--- config.mk ---
export PLATFORM = sky130hd
export DESIGN_NAME = data_memory_arbiter
export DESIGN_NICKNAME = d
export VERILOG_FILES = /design/src/rtl/data_memory_arbiter.sv
export SDC_FILE = /design/constraint.sdc
export NUM_CORES = 1
export LEC_CHECK = 0
export BUFFER_PORTS_ARGS = -buffer_cell sky130_fd_sc_hd__buf_2
export CORE_UTILIZATION = 38
export DETAILED_ROUTE_END_ITERATION = 16
export PLACE_DENSITY_LB_ADDON = 0.15
export REMOVE_ABC_BUFFERS = 1
export SKIP_LAST_GASP = 1
export SYNTH_ARGS = -nofsm -noshare
export SYNTH_HDL_FRONTEND = slang
export SYNTH_SLANG_ARGS = --single-unit
--- constraint.sdc ---
create_clock -name Clock -period 3.8 [get_ports Clock]
set_input_delay 0.76 -clock Clock [delete_from_list [all_inputs] [get_ports Clock]]
set_output_delay 0.76 -clock Clock [all_outputs]
set_load 0.03 [all_outputs]
--- src/rtl/data_memory_arbiter.sv ---
// Shares one dual-port data memory between a CPU port (A) and a DMA/debug port (B)
// with round-robin arbitration, plus a full-memory init sweep engine.
module data_memory_arbiter #(
  parameter int                    DATA_WIDTH    = 16,
  parameter int                    ADDRESS_WIDTH = 8,
  parameter logic [DATA_WIDTH-1:0] INIT_VALUE    = '0
) (
  input  logic                     Clock,
  input  logic                     Reset_n,
  input  logic                     Init_start,
  output logic                     Init_busy,
  output logic                     Init_done,
  input  logic                     A_req_valid,
  output logic                     A_req_ready,
  input  logic                     A_req_write,
  input  logic [ADDRESS_WIDTH-1:0] A_req_address,
  input  logic [DATA_WIDTH-1:0]    A_req_wdata,
  output logic                     A_resp_valid,
  output logic [DATA_WIDTH-1:0]    A_resp_rdata,
  input  logic                     B_req_valid,
  output logic                     B_req_ready,
  input  logic                     B_req_write,
  input  logic [ADDRESS_WIDTH-1:0] B_req_address,
  input  logic [DATA_WIDTH-1:0]    B_req_wdata,
  output logic                     B_resp_valid,
  output logic [DATA_WIDTH-1:0]    B_resp_rdata,
  output logic                     Mem_write_enable,
  output logic [ADDRESS_WIDTH-1:0] Mem_write_address,
  output logic [DATA_WIDTH-1:0]    Mem_write_data,
  output logic                     Mem_read_enable,
  output logic [ADDRESS_WIDTH-1:0] Mem_read_address,
  input  logic [DATA_WIDTH-1:0]    Mem_read_data
);

  // state  | meaning
  // S_IDLE | arbitrate A/B requests, one memory op per cycle
  // S_INIT | sweep every address writing INIT_VALUE, requests stalled
  typedef enum logic {S_IDLE, S_INIT} state_t;

  state_t                     state_q, state_d;
  logic                       rr_q, rr_d;          // 0 = A has priority, 1 = B
  logic [ADDRESS_WIDTH-1:0]   init_cnt_q, init_cnt_d;
  logic                       init_done_q, init_done_d;
  logic                       a_resp_q, a_resp_d;
  logic                       b_resp_q, b_resp_d;

  logic                       grant_a, grant_b;
  logic                       we, re;
  logic [ADDRESS_WIDTH-1:0]   wa, ra;
  logic [DATA_WIDTH-1:0]      wd;

  always_comb begin
    state_d     = state_q;
    rr_d        = rr_q;
    init_cnt_d  = init_cnt_q;
    init_done_d = 1'b0;
    grant_a     = 1'b0;
    grant_b     = 1'b0;
    we          = 1'b0;
    wa          = '0;
    wd          = '0;
    re          = 1'b0;
    ra          = '0;
    case (state_q)
      S_IDLE: begin
        grant_a = A_req_valid && (!B_req_valid || !rr_q);
        grant_b = B_req_valid && (!A_req_valid ||  rr_q);
        if (A_req_valid && B_req_valid) rr_d = !rr_q;
        if (grant_a) begin
          if (A_req_write) begin
            we = 1'b1;
            wa = A_req_address;
            wd = A_req_wdata;
          end else begin
            re = 1'b1;
            ra = A_req_address;
          end
        end else if (grant_b) begin
          if (B_req_write) begin
            we = 1'b1;
            wa = B_req_address;
            wd = B_req_wdata;
          end else begin
            re = 1'b1;
            ra = B_req_address;
          end
        end
        // A same-cycle request is still served; the sweep starts next cycle.
        if (Init_start) state_d = S_INIT;
      end
      S_INIT: begin
        we = 1'b1;
        wa = init_cnt_q;
        wd = INIT_VALUE;
        if (init_cnt_q == {ADDRESS_WIDTH{1'b1}}) begin
          state_d     = S_IDLE;
          init_cnt_d  = '0;
          init_done_d = 1'b1;
        end else begin
          init_cnt_d = init_cnt_q + 1'b1;
        end
      end
      default: state_d = S_IDLE;
    endcase
  end

  assign a_resp_d = grant_a && !A_req_write;
  assign b_resp_d = grant_b && !B_req_write;

  always_ff @(posedge Clock or negedge Reset_n) begin
    if (!Reset_n) begin
      state_q     <= S_IDLE;
      rr_q        <= 1'b0;
      init_cnt_q  <= '0;
      init_done_q <= 1'b0;
      a_resp_q    <= 1'b0;
      b_resp_q    <= 1'b0;
    end else begin
      state_q     <= state_d;
      rr_q        <= rr_d;
      init_cnt_q  <= init_cnt_d;
      init_done_q <= init_done_d;
      a_resp_q    <= a_resp_d;
      b_resp_q    <= b_resp_d;
    end
  end

  // Combinational outputs are forced low while reset is held.
  assign A_req_ready       = Reset_n & grant_a;
  assign B_req_ready       = Reset_n & grant_b;
  assign Mem_write_enable  = Reset_n & we;
  assign Mem_write_address = Reset_n ? wa : '0;
  assign Mem_write_data    = Reset_n ? wd : '0;
  assign Mem_read_enable   = Reset_n & re;
  assign Mem_read_address  = Reset_n ? ra : '0;

  assign Init_busy    = (state_q == S_INIT);
  assign Init_done    = init_done_q;
  assign A_resp_valid = a_resp_q;
  assign B_resp_valid = b_resp_q;
  assign A_resp_rdata = Reset_n ? Mem_read_data : '0;
  assign B_resp_rdata = Reset_n ? Mem_read_data : '0;

endmodule
==> results.cfg, run 1 <==
[cts]
cts_sinks = 13
root_buffer = clkbuf_8
cts_resized = 0
clkTransAtPathRegs_ns = 0.05
numCtsBuffers = 3
cts_hold_buf = 0
clock_latency_ns = 0.24
clock_path_buffers = 2
post-cts-setup-buffers = 0
cts_max_level = 1
cts_tree = yes

[sta]
finalCritPeriodShare_pct = 74.6
timing.slew.headroom_pct = 52.5
setup_viol = 0
fmax_ghz = 0.353
grt_setup_unrepaired = false
final.min_clock_period_ns = 2.83
slew_violations = 0
final.setup.tns_ns = 0
tightestPinTransition_ns = 0.713
hold_violations = 0
clock_skew_ns = 0.00301

[die]
dieHeight_um = 65.2
fp.dieArea_mm2 = 0.00425
start_util_pct = 40.5
rows = 22
die_w_um = 65.2
boundaryPins = 143
core_area_mm2 = 0.00374

[setup_path]
cp_slowest_cell = buf_4
crit_top_cell = buf_2
timing.rr.end = init_cnt_q[5]
arrival_ns = 2.07
crit_path_end_kind = primary output
critPathLaunchType = primary input
worst_path_largest_cell_delay_ns = 0.33
critPathKind = primary input to primary output
path_cells = buf_2, a21boi_4, buf_4, nand3b_1, a21oi_1, buf_2
critPathTopFamily = buffers and inverters
crit_end = Mem_read_address[5]
reg2reg_from = Init_busy
r2r_cells = 3
cp-startpoint = B_req_valid
worstPathRequired_ns = 3.04
regToRegSetupSlack_ns = 2.08
worst-path-max-fanout = 25
critical_path_depth = 6
path_buf_inv = 3

[detailed_routing]
drt_iter0_drc = 142
avgViaCountPerCell = 5.16
antenna_left = 0
drc_errors = 0
drt_first_pass_iters = 4
wl_per_cell_um = 12.7
totalWireLength_mm = 4.84
num_vias = 1971

[logic_synthesis]
synthCells = 219
syn_area_mm2 = 0.00152
syn_area_per_cell_um2 = 6.93
synth-seq-cells = 13
synth_edf_count = 0
synth-seq-area-share_pct = 21.4
ys_async_sr_fraction_pct = 100
synth_warnings = 0
ys.flop_type = dfrtp_1
ys_types = 34

[grt]
grt_remaining_overflow = 0
grt_max_degree = 39
grt_pass1_wl_mm = 7.58
first_global_vias = 1630
antenna_found_initial = 0
grtUsageTotal_pct = 22.2

[power]
p_leak_nw = 1.15
power_density_mw_per_mm2 = 309
peakVddDrop_mv = 0.248
power_mw = 0.666

[finish]
post-route-util_pct = 57.5
num_antenna_cells = 0
fillerInstances = 399
drive_above_1_share_pct = 46.7
nNetsFinal = 407
area_delta_synth_final_pct = 41.7

[placed_design]
io_buffers = 142
gp_congestion = 0.742
dp_hpwl_mm = 3.58

[run]
max_cap_violations = 0

[status]
status = complete, no violations

[hold_path]
hp-class = primary input to async pin
[report_power, final]
part / leakage (nW) / internal (mW) / switching [mW] / total [mW]
sequential: 0.162 / 0.175 / 0.0524 / 0.227
combinational: 0.968 / 0.122 / 0.195 / 0.317
clock: 0.0228 / 0.0740 / 0.0478 / 0.122
[registers in the layout, summed over array words and instances (netlist names)]
register,cells
B_resp_valid,1
Init_done,1
Init_busy,1
A_resp_valid,1
init_cnt_q,8
rr_q,1
[Yosys cell counts, drive strengths merged (2+ instances only)]
cell | n | area, um^2
o21ai | 9 | 45.0
clkbuf | 7 | 26.3
inv | 3 | 11.3
a221oi | 2 | 17.5
buf | 29 | 194
nand2 | 12 | 47.6
dfrtp | 13 | 325
a31oi | 8 | 50.1
nand3 | 44 | 220
xor2 | 2 | 17.5
a21oi | 33 | 169
nor2 | 9 | 33.8
xnor2 | 3 | 26.3
nand3b | 8 | 60.1
nand4 | 3 | 18.8
a21o | 2 | 15.0
nand2b | 4 | 25.0
and2 | 17 | 106
[metrics by stage]
stage	std cells	setup WS (ns)	area, um^2	hold WS, ns
global placement	378	1.00	2110	0.502
CTS	382	0.988	2150	0.522
finish	382	0.966	2150	0.522
detailed placement	378	1.00	2110	0.515
floorplan	183	0.779	1300	0.464
global route	382	0.857	2150	0.546
[cells by family after synthesis]
logic type	Yosys count	synth area share [%]
XOR/XNOR	5	2.89
AO/OA/AOI/OAI	59	23.0
flip-flops	13	21.4
AND/OR/NAND/NOR	101	35.9
buffers and inverters	39	15.3
adder cells (fa/ha/maj)	1	0.824
multiplexers	1	0.742
[worst register-to-register path, stage by stage (launching register included)]
cell	delay, ns
dfrtp_1	0.80
nand3_1	0.26
or4_4	0.46
a21oi_2	0.14
[how the worst min path moves through the flow]
stage / from / slack [ns] / cells past startpoint / to
final: Reset_n / 0.52 / 2 / rr_q
after global routing: Reset_n / 0.55 / 2 / init_cnt_q[0]
after CTS: Reset_n / 0.52 / 2 / B_resp_valid
after detailed placement: init_cnt_q[7] / 0.52 / 1 / init_cnt_q[7]
after global placement: init_cnt_q[6] / 0.50 / 1 / init_cnt_q[6]
after floorplan: Reset_n / 0.46 / 0 / A_resp_valid
[cells in the final DEF, fill, tap and decap left out]
cell and instances:
nor2b_1 1, xor2_1 2, a21oi_2 1, nand3_1 44
inv_1 2, or4_4 1, o211ai_1 1, clkbuf_8 3
inv_2 1, dfrtp_1 13, buf_2 142, and2_1 17
a31oi_1 8, buf_4 5, a221oi_1 2, o31ai_1 1
a21o_1 2, nor4_1 1, clkbuf_1 1, a21bo_1 1
xnor2_1 3, nand4b_1 1, nand2_1 11, nor2_1 9
nand2b_1 4, ha_1 1, nand3b_1 8, mux2_2 1
a21oi_1 32, a211o_1 1, nand4_1 3, nand2_2 1
o21ai_0 9, a21boi_4 1
[metal layers]
metal	GRT usage, %	routed length, um
met1	31.0	2260
met2	34.4	2250
met3	4.51	261
met4	6.25	62
met5	0	0
[final cells by class]
cell class	count	area, um^2	area share [%]
Clock buffer	4	45.0	2.09
Inverter	3	11.3	0.524
Multi-Input combinational cell	167	961	44.7
Sequential cell	13	325	15.1
Tap cell	48	60.1	2.79
Timing Repair Buffer	147	748	34.8
No activity file was read; power rests on OpenSTA's default activity.
==> inputs of run 2 (changes only) <==
CORE_UTILIZATION = 37   (was 38)
clock period = 2.64 ns   (was 3.8 ns; I/O delays follow)
==> run 2 against run 1 <==
Compared with the run above: global-route usage fell by 0.78 points; final cell count rose by 0.79%; largest cell class unchanged; flip-flop and latch count did not move; first-iteration DRC count fell by 3.5%; via count rose by 1.2%; critical path depth fell by 1; wire length rose by 1.9%; core utilization fell by 0.24 points; sequential share of layout area fell by 0.16 points; setup slack got worse by 0.62 ns; non-clock buffer count rose by 3; worst hold slack got worse by 0.23 ns.
==> results.cfg, run 2 (synthesized netlist as in run 1, its figures left out) <==
[sta]
fmax_ghz = 0.437
slew_violations = 0
final.setup.tns_ns = 0
final.min_clock_period_ns = 2.29
grt_setup_unrepaired = false
setup_viol = 0
timing.slew.headroom_pct = 64.3
finalCritPeriodShare_pct = 86.7
hold_violations = 0
hold_slack_ns = 0.289
clock_skew_ns = 0.00349
tightestPinTransition_ns = 0.536

[placed_design]
dp_cells = 381
dp_hpwl_mm = 3.70
placed_area_mm2 = 0.00213
gp_congestion = 0.803
io_buffers = 142

[run]
max_cap_violations = 0

[detailed_routing]
drt_iter0_drc = 137
totalWireLength_mm = 4.93
wl_per_cell_um = 12.8
drc_errors = 0
drt_first_pass_iters = 4
num_vias = 1994
avgViaCountPerCell = 5.18
antenna_left = 0

[finish]
regMostFlops = init_cnt_q
num_antenna_cells = 0
fillerInstances = 394
instances_no_fill = 385
nNetsFinal = 410
largest_reg_flops = 8
final_cell_area_mm2 = 0.00217
area_delta_synth_final_pct = 43.2
drive_above_1_share_pct = 47.2
mostFrequentLayoutCells = buf_2, nand3_1, a21oi_1
final_common_cell = buf_2

[power]
power_mw = 0.972
power_density_mw_per_mm2 = 447
peakVddDrop_mv = 0.328
p_leak_nw = 1.17

[cts]
clkTransAtPathRegs_ns = 0.06
cts_hold_buf = 0
clock_latency_ns = 0.24
cts_max_level = 1
post-cts-setup-buffers = 0
clock_path_buffers = 2
numCtsBuffers = 3
root_buffer = clkbuf_8
cts_sinks = 13
cts_tree = yes
cts_resized = 0

[die]
dieHeight_um = 66.0
die_w_um = 66.0
boundaryPins = 143
rows = 22
core_area_mm2 = 0.00380
fp.dieArea_mm2 = 0.00436
start_util_pct = 40.0

[setup_path]
crit_path_end_kind = primary output
cp_slowest_cell = dfrtp_1
critPathKind = flip-flop to primary output
critPathTopFamily = buffers and inverters
arrival_ns = 1.76
path_buf_inv = 2
worstPathRequired_ns = 2.11
critPathLaunchType = flip-flop
worst_path_largest_cell_delay_ns = 0.44
path_cells = nand2b_1, buf_4, a31oi_1, a21oi_1, buf_2
worst-path-max-fanout = 14

[hold_path]
hp-class = primary input to async pin

[grt]
grtUsageTotal_pct = 21.4
grt_pass1_wl_mm = 7.56
use_met2_pct = 36.2
grt_max_degree = 39
antenna_found_initial = 0
busiest_layer = met2
gr-usage-met3_pct = 6.03
grt_util_met1_pct = 27.1
first_global_vias = 1701
grt_remaining_overflow = 0

[status]
status = complete, no violations
[run 2: cell types whose count changed in the layout (fill, tap and decap cells not counted), sizes merged]
cell / delta
buf: +3
[run 2: per-stage QoR]
stage | setup WS (ns) | utilization (%)
final | 0.350 | 57.2
after global routing | 0.220 | 57.2
after CTS | 0.342 | 57.2
after detailed placement | 0.429 | 56.0
after global placement | 0.438 | 56.0
after floorplan | 0.0828 | -
[run 2: where the power goes]
part | total [mW] | internal, mW | switching (mW)
registers | 0.333 | 0.251 | 0.0820
clock network | 0.179 | 0.107 | 0.0726
logic | 0.460 | 0.179 | 0.281
total | 0.972 | 0.537 | 0.435
[run 2: worst paths after layout]
| path | startpoint | end | slack (ns) | cells after the start |
|---|---|---|---|---|
| min | Reset_n | init_cnt_q[3] | 0.29 | 2 |
| max reg2reg | Init_busy | init_cnt_q[5] | 1.24 | 4 |
| max | rr_q | Mem_write_address[1] | 0.35 | 5 |
| min in group Clock | Init_start | Init_busy | 0.51 | 3 |
| min reg2reg | init_cnt_q[6] | init_cnt_q[6] | 0.53 | 1 |
| max in group asynchronous | Reset_n | init_cnt_q[2] | 2.11 | 2 |
[run 2: metal layers]
metal,routed length [um],vias up
li1,-,999
met1,2180,895
met2,2330,98
met3,389,2
met4,22,0
met5,0,-
[run 2: layout make-up]
| type | instances | area (um^2) | share of cell area [%] |
|---|---|---|---|
| timing repair buffer | 150 | 771 | 35.5 |
| clock buffer | 4 | 45.0 | 2.07 |
| multi-input combinational | 167 | 961 | 44.2 |
| tap | 48 | 60.1 | 2.76 |
| inverter | 3 | 11.3 | 0.518 |
| sequential | 13 | 325 | 15.0 |
[run 2: worst register-to-register path, cell delays in order, from the launching register on]
cell and delay [ns]:
dfrtp_1 0.34, buf_4 0.24, nand3_1 0.18, or4_4 0.44, a21oi_2 0.14
